--- config.mk ---
export PLATFORM = sky130hd
export DESIGN_NAME = furv_de_queued_flat
export DESIGN_NICKNAME = d
export VERILOG_FILES = /design/src/rtl/furv_de_queued_if.sv /design/src/rtl/furv_de_queued.sv /design/src/flat_wrapper.sv
export SDC_FILE = /design/constraint.sdc
export NUM_CORES = 1
export LEC_CHECK = 0
export BUFFER_PORTS_ARGS = -buffer_cell sky130_fd_sc_hd__buf_2
export CAP_MARGIN = 20
export CORE_ASPECT_RATIO = 0.6
export CORE_UTILIZATION = 45
export CTS_BUF_LIST = sky130_fd_sc_hd__clkbuf_8 sky130_fd_sc_hd__clkbuf_16
export DETAILED_ROUTE_END_ITERATION = 8
export PLACE_DENSITY = 0.66
export SKIP_CTS_REPAIR_TIMING = 1
export SLEW_MARGIN = 15
export SYNTH_ARGS = -nofsm -noshare
export SYNTH_HDL_FRONTEND = slang
export SYNTH_SLANG_ARGS = --single-unit
--- constraint.sdc ---
create_clock -name clk -period 7.7 [get_ports clk]
set_input_delay 0.385 -clock clk [delete_from_list [all_inputs] [get_ports clk]]
set_output_delay 0.385 -clock clk [all_outputs]
set_load 0.005 [all_outputs]
--- src/rtl/furv_de_queued_if.sv ---
// Handshake and data bundle around the queued decode stage.
// The environment (fetch, register file, writeback, execute) is the master; the decode stage is the slave.
interface furv_de_queued_if;
  logic        fe_valid;
  logic        fe_ready;
  logic [31:0] fe_instruction;
  logic [31:0] fe_pc;
  logic [4:0]  rf_rs1_index;
  logic [4:0]  rf_rs2_index;
  logic [31:0] rf_rs1;
  logic [31:0] rf_rs2;
  logic        wb_valid;
  logic [4:0]  wb_rd;
  logic [31:0] wb_data;
  logic        flush;
  logic        de_valid;
  logic        de_ready;
  logic [31:0] de_pc;
  logic [31:0] de_alu_a;
  logic [31:0] de_alu_b;
  logic [31:0] de_alu_rs1;
  logic [31:0] de_alu_rs2;
  logic [4:0]  de_rd;
  logic [15:0] de_ctrl;

  modport master (
    output fe_valid, fe_instruction, fe_pc, rf_rs1, rf_rs2,
           wb_valid, wb_rd, wb_data, flush, de_ready,
    input  fe_ready, rf_rs1_index, rf_rs2_index,
           de_valid, de_pc, de_alu_a, de_alu_b, de_alu_rs1, de_alu_rs2, de_rd, de_ctrl
  );

  modport slave (
    input  fe_valid, fe_instruction, fe_pc, rf_rs1, rf_rs2,
           wb_valid, wb_rd, wb_data, flush, de_ready,
    output fe_ready, rf_rs1_index, rf_rs2_index,
           de_valid, de_pc, de_alu_a, de_alu_b, de_alu_rs1, de_alu_rs2, de_rd, de_ctrl
  );
endinterface

--- src/rtl/furv_de_queued.sv ---
// RV32I decode stage: instruction queue, register scoreboard with writeback bypass,
// illegal-opcode flagging and flush, feeding a single registered output slot.
module furv_de_queued #(
  parameter int DEPTH = 2,
  parameter int CNT_W = 2
) (
  input logic             clk,
  input logic             rst,
  furv_de_queued_if.slave bus
);
  localparam int AW = $clog2(DEPTH);
  localparam logic [CNT_W-1:0] CNT_MAX = '1;
  localparam logic [CNT_W-1:0] CNT_ONE = CNT_W'(1);

  localparam logic [4:0] OPC_OP     = 5'b01100;
  localparam logic [4:0] OPC_OPIMM  = 5'b00100;
  localparam logic [4:0] OPC_LOAD   = 5'b00000;
  localparam logic [4:0] OPC_STORE  = 5'b01000;
  localparam logic [4:0] OPC_BRANCH = 5'b11000;
  localparam logic [4:0] OPC_JAL    = 5'b11011;
  localparam logic [4:0] OPC_JALR   = 5'b11001;
  localparam logic [4:0] OPC_LUI    = 5'b01101;
  localparam logic [4:0] OPC_AUIPC  = 5'b00101;

  typedef struct packed {
    logic       alu_sel_logic;
    logic [1:0] alu_op;
    logic [1:0] wb_sel;
    logic       branch;
    logic       mem;
    logic       mem_write;
    logic [1:0] mem_width;
    logic       mem_unsigned;
    logic       reverse_wb;
    logic       lt;
    logic       invert_cmp;
    logic       unsigned_cmp;
    logic       illegal;
  } ctrl_t;

  // Instruction queue
  logic [31:0] q_instr [DEPTH];
  logic [31:0] q_pc    [DEPTH];
  logic [AW:0] wr_ptr, rd_ptr;
  logic        full, empty, push, issue;

  assign full  = (wr_ptr[AW] != rd_ptr[AW]) && (wr_ptr[AW-1:0] == rd_ptr[AW-1:0]);
  assign empty = (wr_ptr == rd_ptr);
  assign push  = bus.fe_valid && !full && !bus.flush;
  assign bus.fe_ready = !full;

  // NOTE: sequential state uses non-blocking assignments so every register samples pre-edge values.
  always_ff @(posedge clk or posedge rst) begin
    if (rst) begin
      wr_ptr <= '0;
      rd_ptr <= '0;
    end else if (bus.flush) begin
      wr_ptr <= '0;
      rd_ptr <= '0;
    end else begin
      if (push)  wr_ptr <= wr_ptr + 1'b1;
      if (issue) rd_ptr <= rd_ptr + 1'b1;
    end
  end

  // NOTE: queue storage has no reset; the pointers alone define which entries are meaningful.
  always_ff @(posedge clk) begin
    if (push) begin
      q_instr[wr_ptr[AW-1:0]] <= bus.fe_instruction;
      q_pc[wr_ptr[AW-1:0]]    <= bus.fe_pc;
    end
  end

  // Head operands and scoreboard lookup
  logic [31:0]      head_instr, head_pc, rs1_val, rs2_val, rs1_rev;
  logic [4:0]       rs1_idx, rs2_idx, opc;
  logic [2:0]       f3;
  logic [CNT_W-1:0] sb_cnt [32];
  logic [CNT_W-1:0] sb_next [32];
  logic             byp1, byp2, rdy1, rdy2, need1, need2, hazard;

  assign head_instr = q_instr[rd_ptr[AW-1:0]];
  assign head_pc    = q_pc[rd_ptr[AW-1:0]];
  assign rs1_idx    = head_instr[19:15];
  assign rs2_idx    = head_instr[24:20];
  assign f3         = head_instr[14:12];
  // Low opcode bits other than 2'b11 map onto an unused major opcode so they fall into the illegal default.
  assign opc        = (head_instr[1:0] == 2'b11) ? head_instr[6:2] : 5'b11111;
  assign bus.rf_rs1_index = rs1_idx;
  assign bus.rf_rs2_index = rs2_idx;

  assign byp1 = bus.wb_valid && (bus.wb_rd == rs1_idx) && (rs1_idx != '0) && (sb_cnt[rs1_idx] == CNT_ONE);
  assign byp2 = bus.wb_valid && (bus.wb_rd == rs2_idx) && (rs2_idx != '0) && (sb_cnt[rs2_idx] == CNT_ONE);
  assign rdy1 = (rs1_idx == '0) || (sb_cnt[rs1_idx] == '0) || byp1;
  assign rdy2 = (rs2_idx == '0) || (sb_cnt[rs2_idx] == '0) || byp2;
  assign rs1_val = (rs1_idx == '0) ? '0 : byp1 ? bus.wb_data : bus.rf_rs1;
  assign rs2_val = (rs2_idx == '0) ? '0 : byp2 ? bus.wb_data : bus.rf_rs2;
  assign rs1_rev = {<<{rs1_val}};

  // Decode of the queue head
  logic [31:0] imm_i, imm_s, imm_b, imm_u, imm_j, dec_a, dec_b;
  logic [4:0]  dec_rd;
  ctrl_t       ctrl;

  assign imm_i = {{20{head_instr[31]}}, head_instr[31:20]};
  assign imm_s = {{20{head_instr[31]}}, head_instr[31:25], head_instr[11:7]};
  assign imm_b = {{19{head_instr[31]}}, head_instr[31], head_instr[7], head_instr[30:25], head_instr[11:8], 1'b0};
  assign imm_u = {head_instr[31:12], 12'b0};
  assign imm_j = {{11{head_instr[31]}}, head_instr[31], head_instr[19:12], head_instr[20], head_instr[30:21], 1'b0};

  // NOTE: every output of a combinational block is given a default first so no latch is inferred.
  always_comb begin
    ctrl   = '0;
    dec_a  = rs1_val;
    dec_b  = imm_i;
    dec_rd = head_instr[11:7];
    need1  = 1'b0;
    need2  = 1'b0;
    case (opc)
      OPC_OP, OPC_OPIMM: begin
        need1 = 1'b1;
        need2 = (opc == OPC_OP);
        if (opc == OPC_OP) dec_b = rs2_val;
        if (f3[1:0] == 2'b01) begin
          // Left shifts run through the right shifter on bit-reversed data.
          ctrl.wb_sel     = 2'd3;
          ctrl.alu_op     = {f3[2], head_instr[30]};
          ctrl.reverse_wb = !f3[2];
          if (!f3[2]) dec_a = rs1_rev;
          if (opc == OPC_OPIMM) dec_b[10] = 1'b0;
        end else if (f3[2]) begin
          ctrl.alu_sel_logic = 1'b1;
          ctrl.alu_op        = f3[1:0];
          ctrl.wb_sel        = 2'd2;
        end else begin
          ctrl.wb_sel = 2'd2;
          if (f3[1]) begin
            ctrl.alu_op       = 2'b01;
            ctrl.lt           = 1'b1;
            ctrl.unsigned_cmp = f3[0];
          end else begin
            ctrl.alu_op = {1'b0, (opc == OPC_OP) && head_instr[30]};
          end
        end
      end
      OPC_LOAD: begin
        need1             = 1'b1;
        ctrl.mem          = 1'b1;
        ctrl.mem_width    = f3[1:0];
        ctrl.mem_unsigned = f3[2];
      end
      OPC_STORE: begin
        need1          = 1'b1;
        need2          = 1'b1;
        ctrl.mem       = 1'b1;
        ctrl.mem_write = 1'b1;
        ctrl.mem_width = f3[1:0];
        dec_b          = imm_s;
        dec_rd         = '0;
      end
      OPC_BRANCH: begin
        need1             = 1'b1;
        need2             = 1'b1;
        ctrl.branch       = 1'b1;
        ctrl.alu_op       = 2'b01;
        ctrl.lt           = f3[2];
        ctrl.invert_cmp   = f3[0];
        ctrl.unsigned_cmp = f3[1];
        dec_a             = head_pc;
        dec_b             = imm_b;
        dec_rd            = '0;
      end
      OPC_JAL: begin
        ctrl.branch       = 1'b1;
        ctrl.wb_sel       = 2'd1;
        ctrl.unsigned_cmp = 1'b1;
        dec_a             = head_pc;
        dec_b             = imm_j;
      end
      OPC_JALR: begin
        need1             = 1'b1;
        ctrl.branch       = 1'b1;
        ctrl.wb_sel       = 2'd1;
        ctrl.unsigned_cmp = 1'b1;
      end
      OPC_LUI: begin
        ctrl.wb_sel = 2'd2;
        dec_a       = '0;
        dec_b       = imm_u;
      end
      OPC_AUIPC: begin
        ctrl.wb_sel = 2'd2;
        dec_a       = head_pc;
        dec_b       = imm_u;
      end
      default: begin
        ctrl.illegal = 1'b1;
        dec_a        = '0;
        dec_b        = '0;
        dec_rd       = '0;
      end
    endcase
  end

  assign hazard = (need1 && !rdy1) || (need2 && !rdy2) ||
                  ((dec_rd != '0) && (sb_cnt[dec_rd] == CNT_MAX));
  assign issue  = !empty && (!bus.de_valid || bus.de_ready) && !hazard && !bus.flush;

  // Scoreboard: one increment source (issue) and two decrement sources (writeback, flushed slot).
  function automatic logic [CNT_W-1:0] sb_upd(logic [CNT_W-1:0] c, logic inc, logic dec_wb, logic dec_fl);
    int v;
    v = int'(c) + int'(inc) - int'(dec_wb) - int'(dec_fl);
    return (v < 0) ? '0 : CNT_W'(v);
  endfunction

  always_comb begin
    for (int i = 0; i < 32; i++) begin
      sb_next[i] = sb_upd(sb_cnt[i],
                          issue && (dec_rd == 5'(i)) && (i != 0),
                          bus.wb_valid && (bus.wb_rd == 5'(i)) && (i != 0),
                          bus.flush && bus.de_valid && (bus.de_rd == 5'(i)) && (i != 0));
    end
  end

  always_ff @(posedge clk or posedge rst) begin
    if (rst) begin
      for (int i = 0; i < 32; i++) sb_cnt[i] <= '0;
    end else begin
      for (int i = 0; i < 32; i++) sb_cnt[i] <= sb_next[i];
    end
  end

  // Output slot
  always_ff @(posedge clk or posedge rst) begin
    if (rst) begin
      bus.de_valid   <= 1'b0;
      bus.de_pc      <= '0;
      bus.de_alu_a   <= '0;
      bus.de_alu_b   <= '0;
      bus.de_alu_rs1 <= '0;
      bus.de_alu_rs2 <= '0;
      bus.de_rd      <= '0;
      bus.de_ctrl    <= '0;
    end else if (bus.flush) begin
      bus.de_valid <= 1'b0;
    end else if (issue) begin
      bus.de_valid   <= 1'b1;
      bus.de_pc      <= head_pc;
      bus.de_alu_a   <= dec_a;
      bus.de_alu_b   <= dec_b;
      bus.de_alu_rs1 <= rs1_val;
      bus.de_alu_rs2 <= rs2_val;
      bus.de_rd      <= dec_rd;
      bus.de_ctrl    <= ctrl;
    end else if (bus.de_ready) begin
      bus.de_valid <= 1'b0;
    end
  end
endmodule

--- src/flat_wrapper.sv ---
// flat-port wrapper written by rule: the top's interface ports become plain ports
module furv_de_queued_flat 
#(
  parameter int DEPTH = 2,
  parameter int CNT_W = 2
)
  (clk, rst, bus_fe_valid, bus_fe_instruction, bus_fe_pc, bus_rf_rs1, bus_rf_rs2, bus_wb_valid, bus_wb_rd, bus_wb_data, bus_flush, bus_de_ready, bus_fe_ready, bus_rf_rs1_index, bus_rf_rs2_index, bus_de_valid, bus_de_pc, bus_de_alu_a, bus_de_alu_b, bus_de_alu_rs1, bus_de_alu_rs2, bus_de_rd, bus_de_ctrl);
  furv_de_queued_if bus_i ();
  input logic clk;
  input logic rst;
  input wire logic [$bits(bus_i.fe_valid)-1:0] bus_fe_valid;
  input wire logic [$bits(bus_i.fe_instruction)-1:0] bus_fe_instruction;
  input wire logic [$bits(bus_i.fe_pc)-1:0] bus_fe_pc;
  input wire logic [$bits(bus_i.rf_rs1)-1:0] bus_rf_rs1;
  input wire logic [$bits(bus_i.rf_rs2)-1:0] bus_rf_rs2;
  input wire logic [$bits(bus_i.wb_valid)-1:0] bus_wb_valid;
  input wire logic [$bits(bus_i.wb_rd)-1:0] bus_wb_rd;
  input wire logic [$bits(bus_i.wb_data)-1:0] bus_wb_data;
  input wire logic [$bits(bus_i.flush)-1:0] bus_flush;
  input wire logic [$bits(bus_i.de_ready)-1:0] bus_de_ready;
  output wire logic [$bits(bus_i.fe_ready)-1:0] bus_fe_ready;
  output wire logic [$bits(bus_i.rf_rs1_index)-1:0] bus_rf_rs1_index;
  output wire logic [$bits(bus_i.rf_rs2_index)-1:0] bus_rf_rs2_index;
  output wire logic [$bits(bus_i.de_valid)-1:0] bus_de_valid;
  output wire logic [$bits(bus_i.de_pc)-1:0] bus_de_pc;
  output wire logic [$bits(bus_i.de_alu_a)-1:0] bus_de_alu_a;
  output wire logic [$bits(bus_i.de_alu_b)-1:0] bus_de_alu_b;
  output wire logic [$bits(bus_i.de_alu_rs1)-1:0] bus_de_alu_rs1;
  output wire logic [$bits(bus_i.de_alu_rs2)-1:0] bus_de_alu_rs2;
  output wire logic [$bits(bus_i.de_rd)-1:0] bus_de_rd;
  output wire logic [$bits(bus_i.de_ctrl)-1:0] bus_de_ctrl;
  assign bus_i.fe_valid = bus_fe_valid;
  assign bus_i.fe_instruction = bus_fe_instruction;
  assign bus_i.fe_pc = bus_fe_pc;
  assign bus_i.rf_rs1 = bus_rf_rs1;
  assign bus_i.rf_rs2 = bus_rf_rs2;
  assign bus_i.wb_valid = bus_wb_valid;
  assign bus_i.wb_rd = bus_wb_rd;
  assign bus_i.wb_data = bus_wb_data;
  assign bus_i.flush = bus_flush;
  assign bus_i.de_ready = bus_de_ready;
  assign bus_fe_ready = bus_i.fe_ready;
  assign bus_rf_rs1_index = bus_i.rf_rs1_index;
  assign bus_rf_rs2_index = bus_i.rf_rs2_index;
  assign bus_de_valid = bus_i.de_valid;
  assign bus_de_pc = bus_i.de_pc;
  assign bus_de_alu_a = bus_i.de_alu_a;
  assign bus_de_alu_b = bus_i.de_alu_b;
  assign bus_de_alu_rs1 = bus_i.de_alu_rs1;
  assign bus_de_alu_rs2 = bus_i.de_alu_rs2;
  assign bus_de_rd = bus_i.de_rd;
  assign bus_de_ctrl = bus_i.de_ctrl;
  furv_de_queued #(.DEPTH(DEPTH), .CNT_W(CNT_W)) u_core (.clk(clk), .rst(rst), .bus(bus_i));
endmodule
# Yosys cells after proc, flatten, opt, wreduce, memory -nomap -nowiden
# Memories as Yosys holds them, arrays and structs flattened.
# Cells that the tools add are included.
# Widths: inputs -> output; s select.
classes:
  muxes: 89
  n_reduce_logical: 149
  bitwise_logic: 4
  n_lt_le_gt_ge: 34
  eq_ne: 111
  addsub: 95
op_table:
  columns: ["operator", "n"]
  rows:
  - ["$sub 32x2->32", 62]
  - ["$lt 32x1->1 const B", 31]
  - ["$eq 5x5->1 const B", 51]
  - ["$mux 32", 7]
  - ["$pmux 32 s6", 1]
  - ["$eq 5x4->1 const B", 27]
  - ["$logic_and 1x1->1", 110]
  - ["$pmux 32 s3", 1]
  - ["$add 2x1->3", 31]
  - ["$mux 2", 42]
  - ["$eq 5x3->1 const B", 14]
  - ["$bmux 2 s5", 3]
  - ["$eq 5x2->1 const B", 6]
  - ["$mux 1", 26]
  - ["$ge 6x6->1 const B", 3]
  - ["$not 5->6", 3]
  - ["$eq 5x1->1 const B", 3]
  - ["$logic_not 5->1", 3]
  - ["$reduce_bool 5->1", 3]
  - ["$reduce_or 2->1", 6]
  - ["$eq 5x5->1", 2]
  - ["$mux 5", 2]
  - ["$reduce_or 3->1", 3]
  - ["$reduce_or 9->1", 1]
  - ["20 further kinds", 41]
word_totals:
  memories: 2
  wordCells: 525
  register_bits: 248
  inputBits: 171
  ramBits: 128
  out_inout_bits: 193
mem_list:
  columns: ["name", "words", "width", "read_ports", "rd_ports_with_merged_regs", "write_ports", "line", "text"]
  rows:
  - ["u_core.q_instr", 2, 32, 1, 0, 1, "furv_de_queued.sv:42", "logic [31:0] q_instr [DEPTH];"]
  - ["u_core.q_pc", 2, 32, 1, 0, 1, "furv_de_queued.sv:43", "logic [31:0] q_pc [DEPTH];"]

# Depth between registers and ports, before layout
# An unclocked memory read counts as a cell.
logic_depth:
  depth_word: 22
  mapped_depth: 21
  ltp_nobuf: 15

# Worst setup path after synthesis
# OpenSTA, ideal clock, no wires.
synth_timing:
  kind: "register to register"
  start: "reg u_core.rd_ptr[0]"
  end: "mem u_core.q_instr[1][0] (enable)"
  setup_slack_ns: 0.793
  synth_period_minus_slack_ns: 6.907
  setup_time_ns: 0.578
  arrival_ns: 6.329
  path_buffers: 5
  required_time_ns: 7.122
  path_stages_with_launch: 10
  cell_sequence: "dfrtp_1 buf_6 buf_6 buf_2 buf_2 buf_2 xnor2_1 nand2_1 nand2_1 nor3b_1"
synth_between:
  elab_chain_len: 7
synth_rtl:
  columns: ["element", "line", "text"]
  rows:
  - ["start, declared", "furv_de_queued.sv:44", "logic [AW:0] wr_ptr, rd_ptr;"]
  - ["start signal, assigned", "furv_de_queued.sv:62", "if (issue) rd_ptr <= rd_ptr + 1'b1;"]
  - ["$eq 1x1->1", "furv_de_queued.sv:47", "assign full = (wr_ptr[AW] != rd_ptr[AW]) && (wr_ptr[AW-1:0] == rd_ptr[AW-1:0]);"]
  - ["$logic_and 1x1->1", "furv_de_queued.sv:47", null]
  - ["$logic_not 1->1", null, null]
  - ["net bus_fe_ready", "flat_wrapper.sv:21", "output wire logic [$bits(bus_i.fe_ready)-1:0] bus_fe_ready;"]
  - ["$logic_and 1x1->1 (2 in series)", "furv_de_queued.sv:49", "assign push = bus.fe_valid && !full && !bus.flush;"]
  - ["$mux 1", "furv_de_queued.sv:68", "if (push) begin"]
  - ["$mux 1 (not written as such)", "furv_de_queued.sv:69", "q_instr[wr_ptr[AW-1:0]] <= bus.fe_instruction;"]
  - ["end, declared", "furv_de_queued.sv:42", null]
# The timed path passes the listed nets, and every way through them passes these cells.

==> results.txt <==
- The count of buffers added on input and output ports is 363.
- Max VDD drop: 0.000255 V
- Drt initial violations: 2457
- CTS Buf Count: 39
* Fraction of final layout cells with drive strength greater than 1: 25.9%
- Across all layers, the routed design uses 18934 vias.
* Fill cell total of the finished layout: 3971
- Counting instances, the worst hold path has a depth of 1.
- The tool flagged a number of max-cap violations equal to 0.
* Critical path arrival: 7.02 ns
* Register area: 0.0101 mm^2
- For the worst flop-to-flop path, the logic depth is 14.
- The worst hold path terminates at u_core.q_instr[0][27]$_DFFE_PP_.
- Endpoint required time on the critical path: 8.14 ns
- First-pass GRT wire length: 121000 um
* Vias in the first global route: 17463
* Number of design rule violations left after detail routing: 0
- Share of the yosys chip area belonging to registers: 47.9%
- Once the floorplan was initialized, standard cells occupied 46.2% of the core.
- Syn Std Cell Area: 0.0210 mm^2
- Once placement completed, the tool counted placed cells totaling 2870.
* Signed area change from the synthesized netlist to the final layout: 19.3%
- STA classifies the critical path endpoint as a flip-flop.
- Fin Setup TNS: 0 ns
- Avg Cell Area, Syn: 10.7 um^2
* Combined global-route utilization of all metal layers: 35.0%
* Root buffer cell: sky130_fd_sc_hd__clkbuf_16
* Grt total ovfl: 0
- During I/O placement, the number of pins put on the boundary was 364.
- After clock tree synthesis, the clock-pin slew on the worst setup and hold paths is 0.06 ns.
* # clock sinks: 376
- In the post-route analysis, the smallest setup slack over all paths is 1.12 ns.
- Number of flip-flops and latches in the synthesized netlist: 376
* Transition at the pin with the smallest max-transition slack: 1.13 ns
- The run finished with clean final reports.
- Total area of multi-input combinational cells: 0.0104 mm^2
* Max clock buf depth: 3
- Detailed placement ended at an HPWL of 64400 um.
- Number of warnings issued by yosys: 0
- Critical R2R Launch: u_core.rd_ptr[0]$_DFFE_PP0P_
- Counting every instance in the synthesized netlist gives 1971.
- Initial antenna violation count: 10
- The floorplan has 60 rows.
- Worst-case setup slack after placement: 1.42 ns
- In this run the static leakage power is 10.7 nW.
- First drt pass iteration count: 9
* Count of pins over their slew limit: 0
- After the last flow step, the layout net total stands at 2576.
- Once detail routing completed, the nets flagged for antenna violations numbered 0.
- Type of the worst setup path: flip-flop to flip-flop
* Total die area: 0.0476 mm^2
* Endpoint of the lowest-slack register-to-register path: u_core.sb_cnt[18]$_DFF_PP0_
* Endpoints failing hold: 0
- Post-Place Cell Area: 0.0234 mm^2
- Headroom to the max-slew limit came out at 24.5%.
* Distinct cells, synth: 83
- Post-detailed-route via-to-cell ratio: 6.37
- For the worst-skew pair, the clock arrives at the later sink with an insertion delay of 0.57 ns.
- H-tree lvl count: 2
* Maximum number of pins on one net before global-route repair: 181
- Async set-or-reset flop fraction in the synthesized netlist: 66.0%
* Final period util: 85.4%
- Net count after synthesis: 2235
- The finished cells cover 0.0251 mm^2.
- Die X-Extent: 281 um
- Most frequently used flop master after synthesis: sky130_fd_sc_hd__dfrtp_1
* Placer's final routability congestion estimate: 1.04
- Min-Delay Startpoint: bus_fe_instruction[27]
* Fin crit period: 6.58 ns
- Startpoint type of the worst setup path: flip-flop
* WL per Instance: 28.7 um
* Vertical extent of the die: 169 um
* # setup viols final: 0
- Based on the critical path, the design can be clocked at up to 152 MHz.
* Path class of the lowest-slack min-delay path: input port to flip-flop
* Power per standard cell area: 336 mW/mm^2
- The setup check on the worst reg-to-reg path leaves a slack of 1.12 ns.
* Cell Count, Final, Fillers Out: 2972
* Core Area: 0.0454 mm^2
- The synthesized design contains 128 enable-type register cells.
* Hold Slack: 0.00375 ns
- Setup repair after global routing left no endpoint under its margin.
* Crit path max fanout: 37
- Across the routed clock network, the largest skew measured is 0.0259 ns.
- TritonCTS built the clock tree.
- Wires add up to 85200 um.
cell usage after synthesis (33+ instances only):
master / number / area [um^2]
sky130_fd_sc_hd__a21oi_1: 76 / 380
sky130_fd_sc_hd__clkbuf_1: 72 / 270
sky130_fd_sc_hd__ha_1: 62 / 776
sky130_fd_sc_hd__dfrtp_1: 248 / 6210
sky130_fd_sc_hd__nand2b_1: 48 / 300
sky130_fd_sc_hd__mux2_2: 106 / 1190
sky130_fd_sc_hd__o31ai_1: 72 / 541
sky130_fd_sc_hd__edfxtp_1: 128 / 3840
sky130_fd_sc_hd__mux2i_1: 102 / 1020
sky130_fd_sc_hd__nand2_1: 312 / 1170
sky130_fd_sc_hd__o21ai_0: 71 / 355
sky130_fd_sc_hd__nor2_1: 137 / 514
sky130_fd_sc_hd__nand3_1: 33 / 165
sky130_fd_sc_hd__o31a_1: 39 / 342
cell families after synthesis:
kind of cell / after synthesis / share of synthesized area, %
and+or+nand+nor: 645 / 13.8
AOI/OAI and AO/OA: 484 / 16.8
DFF: 376 / 47.9
muxes: 216 / 11.3
buffers and inverters: 143 / 3.03
adders and majority gates: 93 / 6.65
xor gates and xnor gates: 14 / 0.584
registers in the layout, indices dropped and copies added, names as in the netlist:
signal                 count
u_core.q_instr            64
u_core.q_pc               64
u_core.sb_cnt             62
u_core.bus.de_alu_a       32
u_core.bus.de_alu_b       32
u_core.bus.de_alu_rs1     32
u_core.bus.de_alu_rs2     32
u_core.bus.de_pc          32
u_core.bus.de_ctrl        16
u_core.bus.de_rd           5
u_core.rd_ptr              2
u_core.wr_ptr              2
u_core.bus.de_valid        1
final cells by class:
type,count,area share (%)
repair buffers,422,9.33
multi-input cells,1452,41.5
clock buffers,40,3.95
diodes,9,0.0899
flip-flops and latches,376,40.1
well taps,620,3.10
inverters,21,0.345
clock inverters,32,1.57
per-layer routing:
layer / GRT usage (%) / part of all wire [%] / wire length [um]
met5: 0 / 0 / 0
met4: 11.4 / 3.4 / 2920
met3: 12.8 / 14 / 11800
met2: 45.5 / 39 / 33300
met1: 52.8 / 44 / 37200
per-stage QoR:
step                      util (%)  power [mW]
after floorplan                  -        4.85
after global placement        51.6        6.17
after detailed placement      51.6        6.24
after CTS                     54.7        8.31
after global routing          55.1        8.74
final                         55.2        8.42
worst max-delay path: stages (launching register included):
cell	delay (ns)
sky130_fd_sc_hd__dfrtp_4	0.79
sky130_fd_sc_hd__mux2i_1	0.92
sky130_fd_sc_hd__inv_2	0.37
sky130_fd_sc_hd__xnor2_1	0.23
sky130_fd_sc_hd__nand2_1	0.07
sky130_fd_sc_hd__a211oi_1	0.60
sky130_fd_sc_hd__inv_1	0.60
sky130_fd_sc_hd__nand3_1	0.30
sky130_fd_sc_hd__nand4_1	0.20
sky130_fd_sc_hd__buf_4	0.29
sky130_fd_sc_hd__or3_1	0.40
sky130_fd_sc_hd__nor4_1	0.59
sky130_fd_sc_hd__ha_1	0.37
sky130_fd_sc_hd__fa_1	0.40
sky130_fd_sc_hd__o31a_1	0.24
power by group:
group	switching, mW	internal (mW)	leakage [nW]
Combinational	1.84	1.29	5.61
Sequential	0.566	2.64	4.33
Clock	0.859	1.21	0.714
placed cells by master, fill, tap and decap left out, drive strengths merged, types with 30 or more instances in the layout:
| master | instances |
|---|---|
| nand3 | 33 |
| o31ai | 72 |
| fa | 31 |
| o21ai | 74 |
| ha | 62 |
| nand2b | 48 |
| mux2i | 104 |
| nor3 | 30 |
| inv | 31 |
| dfrtp | 248 |
| nand2 | 312 |
| buf | 403 |
| nor2 | 137 |
| mux2 | 107 |
| a21oi | 76 |
| edfxtp | 128 |
| o31a | 39 |
| clkbuf | 41 |
how the worst max path moves through the flow:
stage | start | to | slack (ns)
after floorplan | rst | u_core.bus.de_alu_a[0]$_DFFE_PP0P_ | 0.50
after global placement | u_core.rd_ptr[0]$_DFFE_PP0P_ | u_core.sb_cnt[18]$_DFF_PP0_ | 1.66
after detailed placement | u_core.rd_ptr[0]$_DFFE_PP0P_ | u_core.sb_cnt[18]$_DFF_PP0_ | 1.42
after CTS | u_core.rd_ptr[0]$_DFFE_PP0P_ | u_core.sb_cnt[18]$_DFF_PP0_ | 1.42
after global routing | u_core.rd_ptr[0]$_DFFE_PP0P_ | u_core.sb_cnt[18]$_DFF_PP0_ | 0.93
final | u_core.rd_ptr[0]$_DFFE_PP0P_ | u_core.sb_cnt[18]$_DFF_PP0_ | 1.12
(Power assumes the default switching activity.)
